<file path="src/rtl/pin_verifier.sv">
// PIN entry and check after card insertion: collects BCD digits,
// compares against the stored password, limits attempts and ejects on idle.
module pin_verifier #(
   parameter int password_width = 16,
   parameter int digit_width    = 4,
   parameter int max_tries      = 3,
   parameter int timeout_cycles = 1000
) (
   input  logic                      clk,
   input  logic                      rst,
   input  logic                      psw_en,
   input  logic [password_width-1:0] password,
   input  logic                      digit_valid,
   input  logic [digit_width-1:0]    digit,
   input  logic                      clear_entry,
   input  logic                      cancel,
   output logic                      auth_ok,
   output logic                      pin_wrong,
   output logic                      card_lock,
   output logic                      locked,
   output logic                      eject_req,
   output logic                      digit_err,
   output logic [2:0]                tries_left,
   output logic [2:0]                digit_cnt
);

   localparam int NDIG = password_width / digit_width;
   localparam int TW = $clog2(timeout_cycles);
   localparam logic [TW-1:0] T_LAST = TW'(timeout_cycles - 1);

   typedef enum logic [2:0] {
      IDLE, COLLECT, CHECK, AUTH, LOCKED
   } state_t;

   state_t                    state, state_n;
   logic [password_width-1:0] entry, entry_n;
   logic [TW-1:0]             timer, timer_n, timer_inc;
   logic [2:0]                tries_n, cnt_n;
   logic                      auth_d, pw_d, lock_d, locked_d;
   logic                      eject_d, derr_d;
   logic                      bad_digit, mismatch, time_up;

   assign timer_inc = (timer == T_LAST) ? timer : timer + 1'b1;
   assign time_up   = (timer_inc == T_LAST);
   assign bad_digit = (digit > digit_width'(9));
   assign mismatch  = (entry != password);

   always_ff @(posedge clk or posedge rst) begin
      if (rst) begin
         state      <= IDLE;
         entry      <= '0;
         timer      <= '0;
         tries_left <= '0;
         digit_cnt  <= '0;
         auth_ok    <= 1'b0;
         pin_wrong  <= 1'b0;
         card_lock  <= 1'b0;
         locked     <= 1'b0;
         eject_req  <= 1'b0;
         digit_err  <= 1'b0;
      end else begin
         state      <= state_n;
         entry      <= entry_n;
         timer      <= timer_n;
         tries_left <= tries_n;
         digit_cnt  <= cnt_n;
         auth_ok    <= auth_d;
         pin_wrong  <= pw_d;
         card_lock  <= lock_d;
         locked     <= locked_d;
         eject_req  <= eject_d;
         digit_err  <= derr_d;
      end
   end

   always_comb begin
      state_n = state;
      entry_n = entry;
      timer_n = timer;
      tries_n = tries_left;
      cnt_n   = digit_cnt;
      if (!psw_en) begin
         state_n = IDLE;
      end else begin
         unique case (state)
            IDLE: begin
               state_n = COLLECT;
               tries_n = 3'(max_tries);
               cnt_n   = '0;
               timer_n = '0;
               entry_n = '0;
            end
            COLLECT: begin
               if (cancel) begin
                  state_n = IDLE;
               end else if (clear_entry) begin
                  cnt_n   = '0;
                  entry_n = '0;
                  timer_n = '0;
               end else if (digit_valid) begin
                  timer_n = '0;
                  if (!bad_digit) begin
                     entry_n = {entry[password_width-digit_width-1:0], digit};
                     cnt_n   = digit_cnt + 3'd1;
                     if (digit_cnt == 3'(NDIG - 1))
                        state_n = CHECK;
                  end
               end else if (time_up) begin
                  state_n = IDLE;
               end else begin
                  timer_n = timer_inc;
               end
            end
            CHECK: begin
               if (cancel) begin
                  state_n = IDLE;
               end else if (!mismatch) begin
                  state_n = AUTH;
               end else if (tries_left > 3'd1) begin
                  state_n = COLLECT;
                  tries_n = tries_left - 3'd1;
                  cnt_n   = '0;
                  entry_n = '0;
                  timer_n = '0;
               end else begin
                  state_n = LOCKED;
                  tries_n = '0;
               end
            end
            AUTH: begin
               if (cancel)
                  state_n = IDLE;
            end
            LOCKED: state_n = LOCKED;
            default: state_n = IDLE;
         endcase
      end
   end

   // pulses are decoded from the same priority chain as the next state
   always_comb begin
      auth_d   = (state_n == AUTH);
      locked_d = (state_n == LOCKED);
      eject_d  = 1'b0;
      derr_d   = 1'b0;
      pw_d     = 1'b0;
      lock_d   = 1'b0;
      if (psw_en) begin
         if (cancel) begin
            eject_d = (state == COLLECT) || (state == CHECK) || (state == AUTH);
         end else if (state == COLLECT) begin
            if (!clear_entry) begin
               derr_d  = digit_valid && bad_digit;
               eject_d = !digit_valid && time_up;
            end
         end else if (state == CHECK && mismatch) begin
            pw_d   = (tries_left > 3'd1);
            lock_d = (tries_left <= 3'd1);
         end
      end
   end

endmodule
</file>
<file path="config.mk">
export PLATFORM = sky130hd
export DESIGN_NAME = pin_verifier
export DESIGN_NICKNAME = d
export VERILOG_FILES = /design/src/rtl/pin_verifier.sv
export SDC_FILE = /design/constraint.sdc
export NUM_CORES = 1
export LEC_CHECK = 0
export CAP_MARGIN = 20
export CELL_PAD_IN_SITES_DETAIL_PLACEMENT = 1
export CELL_PAD_IN_SITES_GLOBAL_PLACEMENT = 1
export CORE_AREA = 3 3 85 87
export CTS_CLUSTER_SIZE = 20
export DETAILED_ROUTE_END_ITERATION = 16
export DIE_AREA = 0 0 88 90
export HOLD_SLACK_MARGIN = 0.03
export PLACE_DENSITY_LB_ADDON = 0.1
export SLEW_MARGIN = 15
export SYNTH_ARGS = -nofsm -noshare
export SYNTH_HDL_FRONTEND = slang
export SYNTH_SLANG_ARGS = --single-unit
</file>
<file path="constraint.sdc">
create_clock -name clk -period 2.6 [get_ports clk]
set_input_delay 0.26 -clock clk [delete_from_list [all_inputs] [get_ports clk]]
set_output_delay 0.26 -clock clk [all_outputs]
set_load 0.05 [all_outputs]
</file>
After elaboration in Yosys (flattened, before gate mapping)

Index checks and enable logic that the tools add are counted.
W data, S select, Z words.

Word-level logic and storage cells: 103
Output and inout port bits: 12
Flip-flop bits (word level): 41

Reduce and logical (&&, ||, !) cells: 12
Equal/unequal tests: 17
Add/subtract/negate cells: 3
Mux-type cells: 57
Magnitude comparators: 3

Operators by type and width:

| cell                    | count |
|---|---|
| $mux W16                | 7 |
| $mux W10                | 8 |
| $mux W3                 | 21 |
| $pmux W16 S3            | 1 |
| $pmux W10 S3            | 1 |
| $eq A10 B10 Y1 const B  | 2 |
| $mux W1                 | 16 |
| $ne A16 B16 Y1          | 1 |
| $pmux W3 S5             | 1 |
| $eq A3 B2 Y1 const B    | 4 |
| $add A10 B1 Y10 const B | 1 |
| $pmux W3 S3             | 1 |
| $ne A2 B2 Y1 const B    | 4 |
| $reduce_and A8 Y1       | 1 |
| $reduce_and A7 Y1       | 1 |
| $eq A3 B3 Y1 const B    | 2 |
| $ne A3 B3 Y1 const B    | 2 |
| $pmux W3 S2             | 1 |
| $gt A4 B4 Y1 const B    | 1 |
| $ne A4 B4 Y1 const B    | 1 |
| $reduce_and A4 Y1       | 1 |
| $add A3 B1 Y3 const B   | 1 |
| $eq A3 B1 Y1 const B    | 1 |
| $gt A3 B1 Y1 const B    | 1 |
| 8 further kinds         | 11 |

Depth between registers and ports, before layout

Word-level depth: 10
Gate-level depth with buffers: 10

Least setup slack after synthesis

No wires, ideal clock.

Path kind: reg-to-reg
From: register timer[3]
To: register timer[1]
Buffers on the path: 1
Data required time: 2.474 ns
Stages on the path, launching flop included: 8
Data arrival time: 2.247 ns
Library setup time: 0.126 ns
Path slack: 0.227 ns
Path through: dfrtp_1 buf_6 or3b_4 or4_4 a211oi_2 a21bo_2 nor2_2 a221o_1

Longest elaborated chain between the ends: 7
Elaborated cells on any way between the ends: 11
Classes of those cells: add/sub (1); eq/ne (3); mux (6); reduce/logical (1)

RTL lines:

| element                                                                 | line | RTL |
|---|---|---|
| from (decl)                                                             | 37   | `logic [TW-1:0] timer, timer_n, timer_inc;` |
| from (signal assigned)                                                  | 64   | `timer <= timer_n;` |
| parallel branches: the longest is 1 deep, another holds $add A10 B1 Y10 | --   |  |
| $mux W10 (*)                                                            | 43   | `assign timer_inc = (timer == T_LAST) ? timer : timer + 1'b1;` |
| parallel branches: the longest is 5 deep, another holds $eq A10 B10 Y1  | --   |  |

Every way passes the cells marked *. The select of a mux whose other input is x is not followed.
A chain may end at the register's enable or synchronous reset.

Worst setup path in the final report

From: register timer[1]
To: register timer[0]

Same word-level chain as after synthesis.

==> impl_metrics.ini <==
[outcome]
outcome = finished clean

[synth]
synth_compound_gate_area_share = 0.204
synth_top_family_by_area = simple AND/OR/NAND/NOR gates
ys_top_cells_by_area = dfrtp_1 44%, nand2_1 8.1%, o21ai_0 7.6%
synth_cell_types = 48
ys_seq_area_frac = 0.444
synth_ff_type = dfrtp_1
mappedNetlistArea_um2 = 2310
synth_edf_count = 0
synth_fp_nets = 293
ys_seq_elements = 41
synth_mux_area_frac = 0
synth_top_area_share = 0.444
synthArstFlopShare = 1.00
synth_xor_area_frac = 0.0645
syn_inst = 262
post-synth-top-count-cell = nand2_1
yosys-top-cells-count = 50 x nand2_1, 41 x dfrtp_1, 35 x o21ai_0
syn_area_per_cell_um2 = 8.82
synthSimpleGateAreaFrac = 0.228
yosysWarnings = 0
synth.largest_area_cell = dfrtp_1
synth_fa_ha_area_frac = 0.0271

[timing]
drv_slew = 0
relSlewSlack = 0.632
rsz0062_at_grt = false
fin_tns_setup_ns = 0
skew_ns = 0.00794
hold_viol = 0
worstMarginPinSlew_ns = 0.552
setup_viol = 0
timing.fmax_mhz = 414
fin_crit_ns = 2.41
period_share = 0.928

[clocking]
ctsHoldBuffers = 0
cts_buffer_depth = 2
clk_pin_slew_ns = 0.08
post_cts_resize_count = 0
numCtsBuffers = 5
worst_skew_pair.late_latency_ns = 0.30
root_buffer = clkbuf_8
cts_tree = built
cts_max_level = 2
post_cts_buffers = 0
cts.sinks = 41

[worst_setup_path]
critical_path_buf_inv_count = 0
arrival_ns = 2.61
crit_top_cell = nand2_1
max_stage_delay_ns = 0.56
cp_max_fo = 5
slowest_stage = or4_4
worstPathCellList = ha_1, nand2_1, or4_4, a211oi_2, nand2_1, and4b_1, a211o_1
start_kind = flop
crit_family = simple AND/OR/NAND/NOR gates
worstPathRequired_ns = 2.80
critical_path_class = flop to flop
end_kind = flop

[floorplan]
num_rows = 29
start_util = 0.360
die_w_um = 88
die_h_um = 90
io_pins = 38
core_area_um2 = 6420
die_area_um2 = 7920

[power]
leakagePower_nw = 1.30
p_int_mw = 1.04
p_comb_frac = 0.131
p_seq_frac = 0.473
p_total_mw = 1.40
ir_worst_vdd_uv = 242
power_density_nw_per_um2 = 464
switching_power_uw = 352
pwr-share-clk = 0.395
p_sw_frac = 0.252

[global_route]
grt_pass1_vias = 2276
grt_pass1_wl_mm = 11.3
grt_overflow_total = 0
antenna_found_initial = 0
grt_usage = 0.182
grt_max_degree = 42

[routing]
vias = 2125
via_per_inst = 5.38
drt_iter0_markers = 83
drc = 0
wire_per_inst_um = 16.7
wl_mm = 6.58
drtAntennaViolNets = 0
first_pass_iters = 4

[layout]
layout.nets = 348
n_antenna_cell = 0
area_delta_synth_final_pct = 30.3
drive_gt1_frac = 0.119

[placed_design]
hpwl_mm = 4.85
place.gp.congestion = 0.800
io_buffers = 37

[run]
maxCapViolCount = 0

[min_path]
hp-class = primary input to asynchronous set/reset pin
==> tightest hold or removal path: cells and delay by family <==
kind	cells	cell delay, ns
buffers and inverters	3	0.91
==> layout by cell type, fill, tap and decap left out, types with 3 or more instances in the layout <==
cell | Yosys | final
a211o_1 | 3 | 3
a211oi_1 | 5 | 5
a21oi_1 | 8 | 8
a31oi_1 | 3 | 3
buf_4 | 0 | 19
clkbuf_8 | 0 | 6
clkdlybuf4s50_1 | 0 | 37
dfrtp_1 | 41 | 41
ha_1 | 5 | 5
inv_1 | 8 | 8
nand2_1 | 50 | 50
nand3_1 | 3 | 3
nand4_1 | 4 | 4
nor2_1 | 18 | 18
nor2b_1 | 3 | 3
nor3_1 | 6 | 6
nor4_1 | 6 | 6
o21ai_0 | 35 | 35
o31ai_1 | 4 | 4
xor2_1 | 16 | 16
==> flip-flops by register name (all words and copies together), names as in the netlist <==
name and cells:
auth_ok 1, entry 16, timer 10, locked 1, state 3, card_lock 1, digit_err 1, eject_req 1
tries_left 3, pin_wrong 1, digit_cnt 3
==> path summary, 6_finish.rpt <==
path                                        from                    end  slack (ns)  depth (start not counted)
setup / recovery            timer[1]$_DFFE_PP0P_   timer[0]$_DFFE_PP0P_        0.19                          7
hold / removal                               rst   timer[8]$_DFFE_PP0P_        0.40                          3
setup reg to reg            timer[1]$_DFFE_PP0P_   timer[0]$_DFFE_PP0P_        0.19                          7
hold reg to reg            entry[13]$_DFFE_PP0P_  entry[13]$_DFFE_PP0P_        0.51                          2
max in group asynchronous                    rst    pin_wrong$_DFF_PP0_        1.82                          3
min in group clk                        digit[0]   entry[0]$_DFFE_PP0P_        0.51                          3
==> metal layers <==
layer,track usage,vias to the layer above,share of wire
met5,0,-,0
met3,0.0338,8,0.033
met1,0.252,1034,0.48
met4,0.0614,0,0.014
li1,-,1043,-
met2,0.283,40,0.47
==> through the flow <==
| stage | hold WS (ns) | std cells | setup slack (ns) | cell area [µm²] | util |
|---|---|---|---|---|---|
| after floorplan | 0.340 | 262 | 0.227 | 2310 | - |
| after global placement | 0.486 | 387 | 0.250 | 2890 | 0.450 |
| after detailed placement | 0.491 | 387 | 0.156 | 2890 | 0.450 |
| after CTS | 0.418 | 395 | 0.199 | 3010 | 0.469 |
| after global routing | 0.462 | 395 | 0.0705 | 3010 | 0.469 |
| final | 0.400 | 395 | 0.187 | 3010 | 0.469 |
==> final cells by class <==
cell class	instances	area, µm²
fillers	761	3410
multi-input cells	204	1210
flip-flops and latches	41	1030
repair buffers	57	533
well taps	77	96.3
clock buffers	7	86.3
clock inverters	1	30.0
inverters	8	30.0
==> kinds of logic after synthesis <==
group,Yosys count
adders and majority gates,5
DFF,41
xor gates and xnor gates,17
and+or+nand+nor,108
AOI/OAI and AO/OA,74
buffers and inverters,17
==> power by group through the flow <==
stage,Clock [mW],Sequential [mW],Combinational (mW)
floorplan,0,0.682,0.0760
global placement,0,0.673,0.183
detailed placement,0,0.674,0.185
CTS,0.569,0.661,0.187
global route,0.599,0.664,0.204
finish,0.552,0.661,0.184
(Power assumes the default switching activity.)
